$ cat src/rtl/pcie_msg_rx_filter.sv
// PCIe message RX filter: forwards message TLPs to a small FIFO,
// drops all other TLPs, and flags length/framing errors.
module pcie_msg_rx_filter #(
  parameter int FIFO_DEPTH = 4
) (
  input  logic         clk,
  input  logic         rst,
  input  logic [255:0] in_data,
  input  logic         in_valid,
  input  logic         in_sop,
  input  logic         in_eop,
  output logic         in_ready,
  output logic [255:0] rx_tlp_data,
  output logic         rx_tlp_valid,
  output logic         rx_tlp_sop,
  output logic         rx_tlp_eop,
  input  logic         rx_tlp_ready,
  output logic         err_len,
  output logic         err_proto,
  output logic [15:0]  msg_cnt,
  output logic [15:0]  drop_cnt
);

  localparam int AW = $clog2(FIFO_DEPTH);

  typedef enum logic [1:0] {
    IDLE = 2'd0,
    PASS = 2'd1,
    DROP = 2'd2
  } state_e;

  state_e        state_q, state_d;
  logic [7:0]    cnt_q, cnt_d;
  logic [AW:0]   wr_q, wr_d;
  logic [AW:0]   rd_q, rd_d;
  logic [15:0]   msg_cnt_q, msg_cnt_d;
  logic [15:0]   drop_cnt_q, drop_cnt_d;
  logic          err_len_q, err_len_d;
  logic          err_proto_q, err_proto_d;
  logic [257:0]  mem_q [FIFO_DEPTH];

  logic          full, empty, acc, pop;
  logic          push, push_ok, push_sop, push_eop;
  logic          msg_inc, drop_inc, is_msg;
  logic [10:0]   plen, bsum;
  logic [7:0]    beats;

  assign full  = (wr_q[AW] != rd_q[AW]) &&
                 (wr_q[AW-1:0] == rd_q[AW-1:0]);
  assign empty = (wr_q == rd_q);

  // Drop state sinks beats regardless of FIFO space
  assign in_ready = ~rst & ((state_q == DROP) | ~full);
  assign acc      = in_valid & in_ready;
  assign pop      = ~empty & rx_tlp_ready;
  assign push_ok  = push & ~full;

  // Header decode; Length 0 encodes 1024 DW
  assign is_msg = (in_data[28:27] == 2'b10);
  assign plen   = !in_data[30] ? 11'd0 :
                  (in_data[9:0] == 10'd0) ? 11'd1024 :
                  {1'b0, in_data[9:0]};
  assign bsum   = 11'd11 + plen;
  assign beats  = bsum[10:3];

  // Framing FSM: decides push/discard, counter and error pulses
  always_comb begin
    state_d   = state_q;
    cnt_d     = cnt_q;
    push      = 1'b0;
    push_sop  = 1'b0;
    push_eop  = in_eop;
    err_len_d   = 1'b0;
    err_proto_d = 1'b0;
    msg_inc   = 1'b0;
    drop_inc  = 1'b0;
    if (acc) begin
      unique case (state_q)
        IDLE: begin
          if (!in_sop) begin
            err_proto_d = 1'b1;
          end else if (is_msg) begin
            push     = 1'b1;
            push_sop = 1'b1;
            msg_inc  = 1'b1;
            if (beats == 8'd1) begin
              if (!in_eop) begin
                push_eop  = 1'b1;
                err_len_d = 1'b1;
                state_d   = DROP;
              end
            end else begin
              cnt_d = beats - 8'd1;
              if (in_eop) err_len_d = 1'b1;
              else        state_d   = PASS;
            end
          end else begin
            drop_inc = 1'b1;
            if (!in_eop) state_d = DROP;
          end
        end
        PASS: begin
          push        = 1'b1;
          err_proto_d = in_sop;
          cnt_d       = cnt_q - 8'd1;
          if (cnt_q == 8'd1) begin
            if (!in_eop) begin
              push_eop  = 1'b1;
              err_len_d = 1'b1;
              state_d   = DROP;
            end else begin
              state_d = IDLE;
            end
          end else if (in_eop) begin
            err_len_d = 1'b1;
            state_d   = IDLE;
          end
        end
        DROP: begin
          err_proto_d = in_sop;
          if (in_eop) state_d = IDLE;
        end
        default: state_d = IDLE;
      endcase
    end
  end

  // Pointer and saturating counter next-state
  always_comb begin
    wr_d = wr_q + {{AW{1'b0}}, push_ok};
    rd_d = rd_q + {{AW{1'b0}}, pop};
    msg_cnt_d  = msg_cnt_q;
    drop_cnt_d = drop_cnt_q;
    if (msg_inc && msg_cnt_q != 16'hFFFF)
      msg_cnt_d = msg_cnt_q + 16'd1;
    if (drop_inc && drop_cnt_q != 16'hFFFF)
      drop_cnt_d = drop_cnt_q + 16'd1;
  end

  // Control state registers with synchronous reset
  always_ff @(posedge clk) begin
    if (rst) begin
      state_q     <= IDLE;
      cnt_q       <= 8'd0;
      wr_q        <= '0;
      rd_q        <= '0;
      msg_cnt_q   <= 16'd0;
      drop_cnt_q  <= 16'd0;
      err_len_q   <= 1'b0;
      err_proto_q <= 1'b0;
    end else begin
      state_q     <= state_d;
      cnt_q       <= cnt_d;
      wr_q        <= wr_d;
      rd_q        <= rd_d;
      msg_cnt_q   <= msg_cnt_d;
      drop_cnt_q  <= drop_cnt_d;
      err_len_q   <= err_len_d;
      err_proto_q <= err_proto_d;
    end
  end

  // FIFO storage, entry = {sop, eop, data}
  always_ff @(posedge clk) begin
    if (push_ok)
      mem_q[wr_q[AW-1:0]] <= {push_sop, push_eop, in_data};
  end

  assign rx_tlp_valid = ~empty;
  assign {rx_tlp_sop, rx_tlp_eop, rx_tlp_data} = mem_q[rd_q[AW-1:0]];
  assign err_len   = err_len_q;
  assign err_proto = err_proto_q;
  assign msg_cnt   = msg_cnt_q;
  assign drop_cnt  = drop_cnt_q;

endmodule

$ cat config.mk
export PLATFORM = sky130hd
export DESIGN_NAME = pcie_msg_rx_filter
export DESIGN_NICKNAME = d
export VERILOG_FILES = /design/src/rtl/pcie_msg_rx_filter.sv
export SDC_FILE = /design/constraint.sdc
export NUM_CORES = 1
export LEC_CHECK = 0
export CAP_MARGIN = 15
export CORE_ASPECT_RATIO = 2
export CORE_MARGIN = 2
export CORE_UTILIZATION = 55
export DETAILED_ROUTE_END_ITERATION = 10
export PLACE_DENSITY = 0.83
export SYNTH_ARGS = -nofsm -noshare
export SYNTH_HDL_FRONTEND = slang
export SYNTH_SLANG_ARGS = --single-unit
$ cat constraint.sdc
create_clock -name clk -period 32.9 [get_ports clk]
set_input_delay 6.58 -clock clk [delete_from_list [all_inputs] [get_ports clk]]
set_output_delay 6.58 -clock clk [all_outputs]
set_load 0.01 [all_outputs]
; Yosys cells after proc, flatten, opt, wreduce, memory -nomap -nowiden
; Memories as Yosys holds them, arrays and structs flattened. A register that Yosys moved wholly into a read port is not among the register bits.
; Index checks and enable logic that the tools add are counted.
[totals]
input_bits = 262
wordCells = 92
ff_bits = 50
n_memories = 1
output_inout_bits = 294
ramBits = 1032
[classes]
addsub = 7
n_eq_ne = 14
n_bitwise = 9
n_mux = 43
reduce_logical = 10
[mem_list]
columns = memory, words, word_bits, rd, rd_ports_with_merged_regs, write_ports, line
row1 = mem_q, 4, 258, 1, 1, 1, 40  ; logic [257:0] mem_q [FIFO_DEPTH];
[op_table]
columns = cell, count
row1 = "adder 16 x 1 -> 16 bit, second input constant", 2
row2 = "!= test 16 bit, second input constant", 2
row3 = 2-to-1 mux 8 bit, 3
row4 = 2-to-1 mux 1 bit, 23
row5 = 2-to-1 mux 11 bit, 2
row6 = 2-to-1 mux 2 bit, 9
row7 = "equality test 8 x 1 -> 1 bit, second input constant", 2
row8 = one-hot mux 8 bit (2 select lines), 1
row9 = "subtractor 8 x 1 -> 8 bit, second input constant", 2
row10 = "adder 4 x 11 -> 11 bit, first input constant", 1
row11 = zero test 10 bit, 1
row12 = one-hot mux 1 bit (2 select lines), 4
row13 = adder 3 x 1 -> 3 bit, 2
row14 = "!= test 2 bit, second input constant", 3
row15 = one-hot mux 2 bit (3 select lines), 1
row16 = AND reduction 5 bit, 1
row17 = AND 1 bit, 4
row18 = "equality test 2 bit, second input constant", 2
row19 = "!= test 4 bit, second input constant", 1
row20 = NOT 1 bit, 4
row21 = OR reduction 2 bit, 2
row22 = equality test 3 bit, 1
row23 = logical AND 1 bit, 3
row24 = AND reduction 3 bit, 1
row25 = 6 further kinds, 6

; Logic depth before layout (Yosys ltp)
; Gate-level depths: netlist of the first run.
[logic_depth]
word_depth = 10
mapped_depth = 11
mapped_depth_nobuf = 11

; Least setup slack after synthesis of the first run
; Ideal clock, no wire load.
[synth_timing]
path_kind = input-to-reg
start = in rst
end = mem mem_q[0][0], enable pin
n_path_buf = 2
t_arrival_ns = 26.156
required_ns = 31.653
path_stages = 6
setup_slack_ns = 5.497
setup_ns = 1.247
path_cell_list = clkbuf_8 > nor2b_1 > o41ai_2 > buf_6 > a211oi_1 > nor3b_1
[synth_via]
elab_chain_len = 7
[synth_rtl]
columns = item, line
row1 = start: declaration, 7  ; input logic rst,
row2 = NOT 1 bit, 53  ; assign in_ready = ~rst & ((state_q == DROP) | ~full);
row3 = AND 1 bit, 53
row4 = AND 1 bit, 54  ; assign acc = in_valid & in_ready;
row5 = 2-to-1 mux 1 bit, 77  ; if (acc) begin
row6 = AND 1 bit, 56  ; assign push_ok = push & ~full;
row7 = 2-to-1 mux 1 bit, 165  ; if (push_ok)
row8 = 2-to-1 mux 1 bit (implied by the code), 166  ; mem_q[wr_q[AW-1:0]] <= {push_sop, push_eop, in_data};
row9 = end: declaration, 40
; No other way between the ends.

; Worst setup path after layout of the first run
[layout_timing]
start = in rst
end = out in_ready
[layout_via]
elab_chain_len = 2
[layout_rtl]
columns = item, line
row1 = NOT 1 bit, 53
row2 = AND 1 bit, 53
row3 = end: declaration, 12  ; output logic in_ready,
; No other way between the ends.

==> out/metrics.cfg, run 1 <==
[outcome]
run_status=complete, no violations

[critical_path]
r2r_start=state_q[1]
crit_arrival_ns=7.79
r2r_end=mem_q[1][185]
cp-start-kind=input pin
critPathLaunch=rst
rrSetupSlack_ns=27.48
crit_path_end_kind=output pin
worst_r2r_path_depth=9
crit_fanout=2
cp.required_ns=26.32
crit_type=input pin to output pin
crit_end=in_ready

[synth]
ys_ff_latch=1082
syn_avg_cell_area_um2=23.1
synth_edf_count=1032
synthCells=1743
synth_top_area_frac=0.769
yosys-top-cells-area=edfxtp_1 (77%), mux4_2 (14%), dfxtp_1 (2.5%)
synth_area_leader_cell=edfxtp_1
yosysUniqueCellTypes=69
synth_fp_nets=2021
synth_common_cells=edfxtp_1 (1,032), mux4_2 (258), nor2_1 (51)
netlist_area_um2=40300
synth_top_flop_cell=edfxtp_1
synth-seq-area-share=0.794
synth_most_common_cell=edfxtp_1
synth_warnings=0
synthArstFlopShare=0

[die]
placementRows=140
die_y_um=387
initial_core_util=0.554
core_area_um2=72700
die_area_um2=75600
io_pins=556
die_x_um=195

[sta]
fin_setup_tns_ns=0
fin_skew_ns=0.0347
tightest_slew_ns=1.31
relSlewSlack=0.125
grt_setup_unrepaired=no
hold_violations=0
slew_viol_final=0
period_needed_ns=14.37
fmax_mhz=69.6
worst_slack_ns=18.53
setup_violations=0
finalCritPeriodShare=0.437

[power]
switching_power_uw=530
power_density_nw_per_um2=54.0
seqPwrFrac=0.563
p_comb_frac=0.048
power_uw=2690
intPower_uw=2160
power.leakage_uw=0.0154
irDropWorstVdd_uv=59.0
swShare=0.197
power_frac_clock=0.390

[clock_network]
cts_buffers=88
cts_buffer_depth=3
cts_tree=yes
cts_root_buf=clkbuf_16
clkTransAtPathRegs_ns=0.07
clk-insertion-delay-late_ns=0.67
cts.repair.resized=0
cts_sinks=1082
htreeDepth=3
hold_buffers=0
postCtsSetupBuffers=0

[place]
pre_cts_ws_ns=18.53
gp_congestion=0.869
place_hpwl_um=53800
dpl-instance-area_um2=46900
dp.cells=3169
portBuffers=555

[routing]
first_pass_iters=5
totalWireLength_um=89000
wl_per_cell_um=26.6
drt-initial-drc-count=1672
vias=20000
via_per_inst=5.97
drc=0
ant_nets=0

[final_layout]
seq_area_um2=32000
multiInputGateArea_um2=7900
fin_area_um2=49800
drive_gt1_frac=0.180
num-nets-final=2615
layout.cells.non_filler=3345
num-fill-cells=4252
syn_to_final_growth_pct=23.6

[grt]
gr-usage-all-layers=0.236
overflow=0
grt_pass1_wl_um=133000
antenna_found_initial=17
grt_pass1_vias=21200
grt_max_degree=142

[run]
maxCapViolations=0

[worst_hold_path]
hold_class=register to register

[cell usage in the layout, fill, tap and decap left out, types with 3 or more instances in the layout]
cell type        count
clkdlybuf4s50_1    555
a21oi_1              8
nand3_1             20
o21ai_0             23
mux2i_1              3
clkinv_16            3
buf_4               20
o211ai_1             3
edfxtp_1          1032
nor3_1              17
ha_1                16
a211oi_1             4
nor2b_1              6
or3_1                5
xor2_1               3
dfxtp_1             48
nor3_2               6
mux4_2             258
inv_6                3
o311ai_0             3
and3_1               3
clkbuf_1            11
clkbuf_16           89
nor4_1               8
bufinv_16           10
xnor2_1             28
and4_1               3
diode_2             13
a32o_1               3
nand2_1             35
nand4_1              5
nor2_1              50
clkinv_1            29
inv_1               21
clkinv_2            12
[per-layer routing]
metal | up-vias | track usage | wire (um) | share of wire
li1 | 8519 | - | - | -
met1 | 10300 | 0.290 | 31600 | 0.36
met2 | 1010 | 0.398 | 46100 | 0.52
met3 | 157 | 0.0657 | 8350 | 0.094
met4 | 10 | 0.0945 | 2800 | 0.031
met5 | - | 0 | 69 | 0.00078
[how the worst min path moves through the flow]
stage | start | endpoint | slack [ns] | depth (start not counted)
6_report | drop_cnt[15] | drop_cnt[15] | 0.51 | 1
2_1_floorplan | cnt_q[7] | cnt_q[7] | 0.47 | 2
3_3_place_gp | drop_cnt[15] | drop_cnt[15] | 0.48 | 1
5_1_grt | cnt_q[7] | cnt_q[7] | 0.54 | 2
4_1_cts | drop_cnt[15] | drop_cnt[15] | 0.52 | 1
3_5_place_dp | drop_cnt[15] | drop_cnt[15] | 0.50 | 1
[flip-flops by register name, summed over array words and instances, names as in the netlist]
signal / cells
mem_q: 1032
rd_q: 3
msg_cnt: 16
wr_q: 3
err_len: 1
drop_cnt: 16
cnt_q: 8
state_q: 2
err_proto: 1
[cells by family after synthesis]
| kind of cell | after synthesis | share of synthesized area |
|---|---|---|
| flops | 1082 | 0.794 |
| mux | 261 | 0.145 |
| simple gates | 182 | 0.0248 |
| buf+inv | 95 | 0.0108 |
| compound gates | 74 | 0.0133 |
| xor+xnor | 33 | 0.00754 |
| fa+ha+maj | 16 | 0.00497 |
[area by class of cell]
| type | instances | area share |
|---|---|---|
| sequential | 1082 | 0.642 |
| clock buffer | 100 | 0.0455 |
| clock inverter | 62 | 0.0130 |
| inverter | 21 | 0.00158 |
| timing repair buffer | 578 | 0.116 |
| antenna | 13 | 0.000653 |
| multi-input combinational | 566 | 0.159 |
| tap | 923 | 0.0232 |
[power groups by stage]
stage          combinational (uW)  clock, uW  sequential (uW)
2_1_floorplan                49.1          0             1550
3_3_place_gp                  122          0             1550
3_5_place_dp                  127          0             1550
6_report                      128       1050             1520
5_1_grt                       136       1120             1520
4_1_cts                       128       1070             1520
[metrics by stage]
stage	hold WS [ns]	utilization
3_5_place_dp	0.500	0.645
5_1_grt	0.538	0.686
4_1_cts	0.517	0.685
3_3_place_gp	0.475	0.645
2_1_floorplan	0.471	-
6_report	0.514	0.686
[worst max-delay path, stage by stage]
cell	delay [ns]
clkdlybuf4s50_1	0.49
a21oi_1	0.16
clkdlybuf4s50_1	0.56
No activity file was read; power rests on OpenSTA's default activity.
==> inputs of run 2 (changes only) <==
--- a/config.mk
+++ b/config.mk
@@ -8,9 +8,9 @@
 export CAP_MARGIN = 15
 export CORE_ASPECT_RATIO = 2
 export CORE_MARGIN = 2
-export CORE_UTILIZATION = 55
+export CORE_UTILIZATION = 49
 export DETAILED_ROUTE_END_ITERATION = 10
-export PLACE_DENSITY = 0.83
+export PLACE_DENSITY = 0.78
 export SYNTH_ARGS = -nofsm -noshare
 export SYNTH_HDL_FRONTEND = slang
 export SYNTH_SLANG_ARGS = --single-unit
==> constraint.sdc (replaced) <==
create_clock -name clk -period 12.7 [get_ports clk]
set_input_delay 2.54 -clock clk [delete_from_list [all_inputs] [get_ports clk]]
set_output_delay 2.54 -clock clk [all_outputs]
set_load 0.01 [all_outputs]
==> run 2 against run 1 <==
Die area up 12%. Global-route usage down 2.7 points. Clock skew down 0.010 ns. Final cell count up 3.6%. Power rose to 2.6 times the previous value. Critical endpoint is now rx_tlp_data[1]. Sequential cell count unchanged. First-iteration DRC count up 6.6%. Sequential power rose to 2.6 times the previous value. Critical path type is now register to output pin. Clock-buffer cell count up 6. Largest power group unchanged. Non-clock buffer count down 3. Final area up 0.46%.
==> out/metrics.cfg, run 2 (synthesis gave the netlist of run 1 again) <==
[sta]
fin_skew_ns=0.0244
relSlewSlack=0.109
slew_viol_final=0
fmax_mhz=150
period_needed_ns=6.65
grt_setup_unrepaired=no
finalCritPeriodShare=0.524
setup_violations=0
worst_slack_ns=6.05
fin_setup_tns_ns=0
hold_violations=0
tightest_slew_ns=1.34

[grt]
grt_pass1_vias=21300
gr-usage-all-layers=0.209
grt_pass1_wl_um=131000
grt_max_degree=143
overflow=0
antenna_found_initial=17

[routing]
vias=19800
wl_per_cell_um=25.4
totalWireLength_um=88200
via_per_inst=5.72
first_pass_iters=6
ant_nets=0
drt-initial-drc-count=1783
drc=0

[final_layout]
layout_common_cells=edfxtp_1 (1,032), clkdlybuf4s50_1 (555), mux4_2 (258)
num-nets-final=2613
syn_to_final_growth_pct=24.2
mostFrequentLayoutCell=edfxtp_1
largest_register_ffs=1032
fin_area_um2=50100
drive_gt1_frac=0.186
layout.cells.non_filler=3467

[critical_path]
cp.required_ns=10.16
crit_chain=buf_4 > buf_12 > mux4_2 > clkdlybuf4s50_1
crit_type=register to output pin
crit_slowest_cell=dfxtp_4
crit_path_end_kind=output pin
crit_fanout=93
crit_arrival_ns=4.11
cp-start-kind=register
cp_slowest_stage_delay_ns=0.74

[clock_network]
postCtsSetupBuffers=0
clk-insertion-delay-late_ns=0.69
cts_tree=yes
hold_buffers=0
clkTransAtPathRegs_ns=0.07
cts_sinks=1082
cts_buffer_depth=3
cts_root_buf=clkbuf_16
cts_buffers=89
cts.repair.resized=0
htreeDepth=3

[die]
placementRows=148
die_x_um=207
initial_core_util=0.495
core_area_um2=81500
io_pins=556
die_y_um=410
die_area_um2=84700

[place]
gp_congestion=0.802
dpl-instance-area_um2=47100
pre_cts_ws_ns=5.76
place_hpwl_um=54600
portBuffers=555
dp.cells=3293

[power]
switching_power_uw=1380
power.leakage_uw=0.0154
irDropWorstVdd_uv=127
power_density_nw_per_um2=140
intPower_uw=5600
seqPwrFrac=0.562
power_frac_clock=0.391
swShare=0.198
p_comb_frac=0.047

[worst_hold_path]
hold_class=register to register

[outcome]
run_status=complete, no violations

[run]
maxCapViolations=0

==> run 2: cell types whose count changed in the layout (fill, tap and decap cells not counted), sizes merged <==
| cell | before | now |
|---|---|---|
| clkbuf | 100 | 106 |
| buf | 23 | 20 |
| bufinv | 10 | 7 |
| clkinvlp | 2 | 6 |
| clkinv | 46 | 37 |
==> run 2: critical path, delay by kind of cell (launching register included) <==
kind / cells / cell delay (ns)
flops: 1 / 0.74
mux: 1 / 0.58
buf+inv: 3 / 1.97
==> run 2: path summary, 6_finish.rpt <==
check,from,to,slack [ns],cells after the start
worst max register to register,rd_q[0],mem_q[2][81],7.52,7
worst max-delay path,rd_q[0],rx_tlp_data[1],6.05,4
worst min register to register,drop_cnt[15],drop_cnt[15],0.50,1
worst min-delay path,drop_cnt[15],drop_cnt[15],0.50,1
==> run 2: layout make-up <==
type                       instances  area, um^2
antenna                           13        32.5
multi-input combinational        566        7910
fill                            5513       31400
clock buffer                     106        2380
timing repair buffer             575        5780
sequential                      1082       32000
tap                             1050        1310
inverter                          21        78.8
clock inverter                    54         567
==> run 2: per-layer routing <==
layer / GRT usage / vias up / share of wire
li1: - / 8538 / -
met1: 0.246 / 10200 / 0.36
met2: 0.351 / 832 / 0.51
met3: 0.0688 / 185 / 0.092
met4: 0.0901 / 12 / 0.038
met5: 0 / - / 0.0010
==> run 2: metrics by stage <==
stage	hold slack (ns)	util	power (uW)
final	0.504	0.614	6980
after global routing	0.563	0.614	7190
after CTS	0.502	0.614	7050
after detailed placement	0.482	0.578	4330
after global placement	0.476	0.578	4320
after floorplan	0.471	-	4130
==> run 2: power by group through the flow <==
stage / clock, uW / combinational, uW / sequential [uW]
floorplan: 0 / 127 / 4000
global placement: 0 / 320 / 4000
detailed placement: 0 / 331 / 4000
CTS: 2790 / 334 / 3930
global route: 2910 / 355 / 3920
finish: 2730 / 332 / 3930
==> inputs of run 3 (changes only) <==
--- a/config.mk
+++ b/config.mk
@@ -8,9 +8,9 @@
 export CAP_MARGIN = 15
 export CORE_ASPECT_RATIO = 2
 export CORE_MARGIN = 2
-export CORE_UTILIZATION = 49
+export CORE_UTILIZATION = 55
 export DETAILED_ROUTE_END_ITERATION = 10
-export PLACE_DENSITY = 0.78
+export PLACE_DENSITY = 0.83
 export SYNTH_ARGS = -nofsm -noshare
 export SYNTH_HDL_FRONTEND = slang
 export SYNTH_SLANG_ARGS = --single-unit
==> constraint.sdc (replaced) <==
create_clock -name clk -period 6.61 [get_ports clk]
set_input_delay 1.322 -clock clk [delete_from_list [all_inputs] [get_ports clk]]
set_output_delay 1.322 -clock clk [all_outputs]
set_load 0.01 [all_outputs]
==> run 3 against run 2 <==
Power increased by 94%. Final cell count is 3.3% lower. Clock-buffer cell count shrank 12. Clock power is 97% higher. First-iteration DRC count shrank 12%. Clock skew up 0.0042 ns. Utilization rose by 7.6 points. Critical endpoint is now rx_tlp_data[59].
==> out/metrics.cfg, run 3 (synthesis gave the netlist of run 1 again) <==
[clock_network]
cts_buffer_depth=3
cts_root_buf=clkbuf_16
cts_buffers=88
clkTransAtPathRegs_ns=0.07
cts_tree=yes
postCtsSetupBuffers=0
clk-insertion-delay-late_ns=0.68
htreeDepth=3
cts.repair.resized=0
cts_sinks=1082
hold_buffers=0

[grt]
grt_max_degree=117
antenna_found_initial=14
grt_util_met3=0.0734
use_met2=0.403
use_met1=0.282
gr-usage-all-layers=0.237
grt_pass1_vias=21400
overflow=0
grt_pass1_wl_um=133000
top_usage_layer=met2

[critical_path]
rrSetupSlack_ns=3.03
critPathLaunch=rd_q[0]
worst_r2r_path_depth=6
r2r_start=state_q[1]
crit_end=rx_tlp_data[59]
cp_slowest_stage_delay_ns=0.98
crit_path_end_kind=output pin
cp-start-kind=register
crit_slowest_cell=dfxtp_4
crit_arrival_ns=3.50
cp.required_ns=5.29
crit_chain=buf_4 > mux4_2 > clkdlybuf4s50_1
crit_fanout=41
r2r_end=mem_q[0][45]
crit_type=register to output pin

[place]
pre_cts_ws_ns=2.05
portBuffers=555
place_hpwl_um=55800
dp.cells=3172
gp_congestion=0.868

[routing]
first_pass_iters=6
via_per_inst=5.96
drc=0
wl_per_cell_um=26.5
drt-initial-drc-count=1569
ant_nets=0
totalWireLength_um=88800
vias=20000

[final_layout]
layout_common_cells=edfxtp_1 (1,032), clkdlybuf4s50_1 (555), mux4_2 (258)
layout.cells.non_filler=3351
num-nets-final=2619
mostFrequentLayoutCell=edfxtp_1
syn_to_final_growth_pct=24.4
largest_register_ffs=1032
drive_gt1_frac=0.191

[die]
placementRows=140
die_area_um2=75600
die_x_um=195
io_pins=556
die_y_um=387
initial_core_util=0.554
core_area_um2=72700

[outcome]
run_status=complete, no violations

[sta]
fin_skew_ns=0.0286
finalCritPeriodShare=0.729
period_needed_ns=4.82
hold_violations=0
tightest_slew_ns=1.07
grt_setup_unrepaired=no
slew_viol_final=0
worst_slack_ns=1.79
setup_violations=0
relSlewSlack=0.285
fmax_mhz=208

[worst_hold_path]
hold_class=register to register

[power]
power.leakage_uw=0.0155
power_density_nw_per_um2=271
irDropWorstVdd_uv=309

[run]
maxCapViolations=0

## run 3: changes by cell type in the layout (fill, tap and decap cells not counted), moves of 5 or more
| cell | before | now |
|---|---|---|
| buf_12 | 6 | 14 |
| clkinv_1 | 12 | 18 |
| clkinv_2 | 17 | 23 |
| bufinv_16 | 7 | 12 |
| clkbuf_1 | 10 | 5 |
| clkbuf_8 | 5 | 0 |
## run 3: how the worst min path moves through the flow
stage                          end  slack (ns)      from  cells past startpoint
after floorplan           cnt_q[7]        0.47  cnt_q[7]                      2
after global placement    cnt_q[7]        0.50  cnt_q[7]                      2
after detailed placement  cnt_q[7]        0.51  cnt_q[7]                      2
after CTS                 cnt_q[7]        0.52  cnt_q[7]                      2
after global routing      cnt_q[7]        0.54  cnt_q[7]                      2
final                     cnt_q[7]        0.53  cnt_q[7]                      2
## run 3: per-layer routing
metal  part of all wire  wire length, um
met1               0.35            31000
met2               0.52            45800
met3              0.096             8490
met4              0.038             3380
met5            0.00061               54
## run 3: layout make-up
cell class,instances,area (um^2)
antenna,11,27.5
clock buffer,94,2250
clock inverter,72,776
fill,4228,22500
inverter,21,78.8
multi-input combinational,566,7940
sequential,1082,32000
tap,923,1150
timing repair buffer,582,5940
## run 3: report_power, final
group	switching (uW)	internal (uW)	total [uW]
logic	290	355	645
registers	17.5	7530	7540
clock network	2410	2980	5380
total	2710	10900	13600
## run 3: stage by stage
step | total power (uW) | TNS, ns | hold slack (ns) | utilization | instance area [um^2]
6_report | 13600 | 0 | 0.525 | 0.690 | 50200
5_1_grt | 13900 | 0 | 0.545 | 0.690 | 50200
4_1_cts | 13700 | 0 | 0.519 | 0.689 | 50100
3_5_place_dp | 8340 | 0 | 0.507 | 0.648 | 47100
3_3_place_gp | 8310 | 0 | 0.498 | 0.648 | 47100
2_1_floorplan | 7940 | -607.67 | 0.471 | - | 40400
## run 3: critical path: cells and delay by family (launching register included)
kind     cells  cell delay (ns)
buf+inv      2             1.21
flops        1             0.98
mux          1             0.60
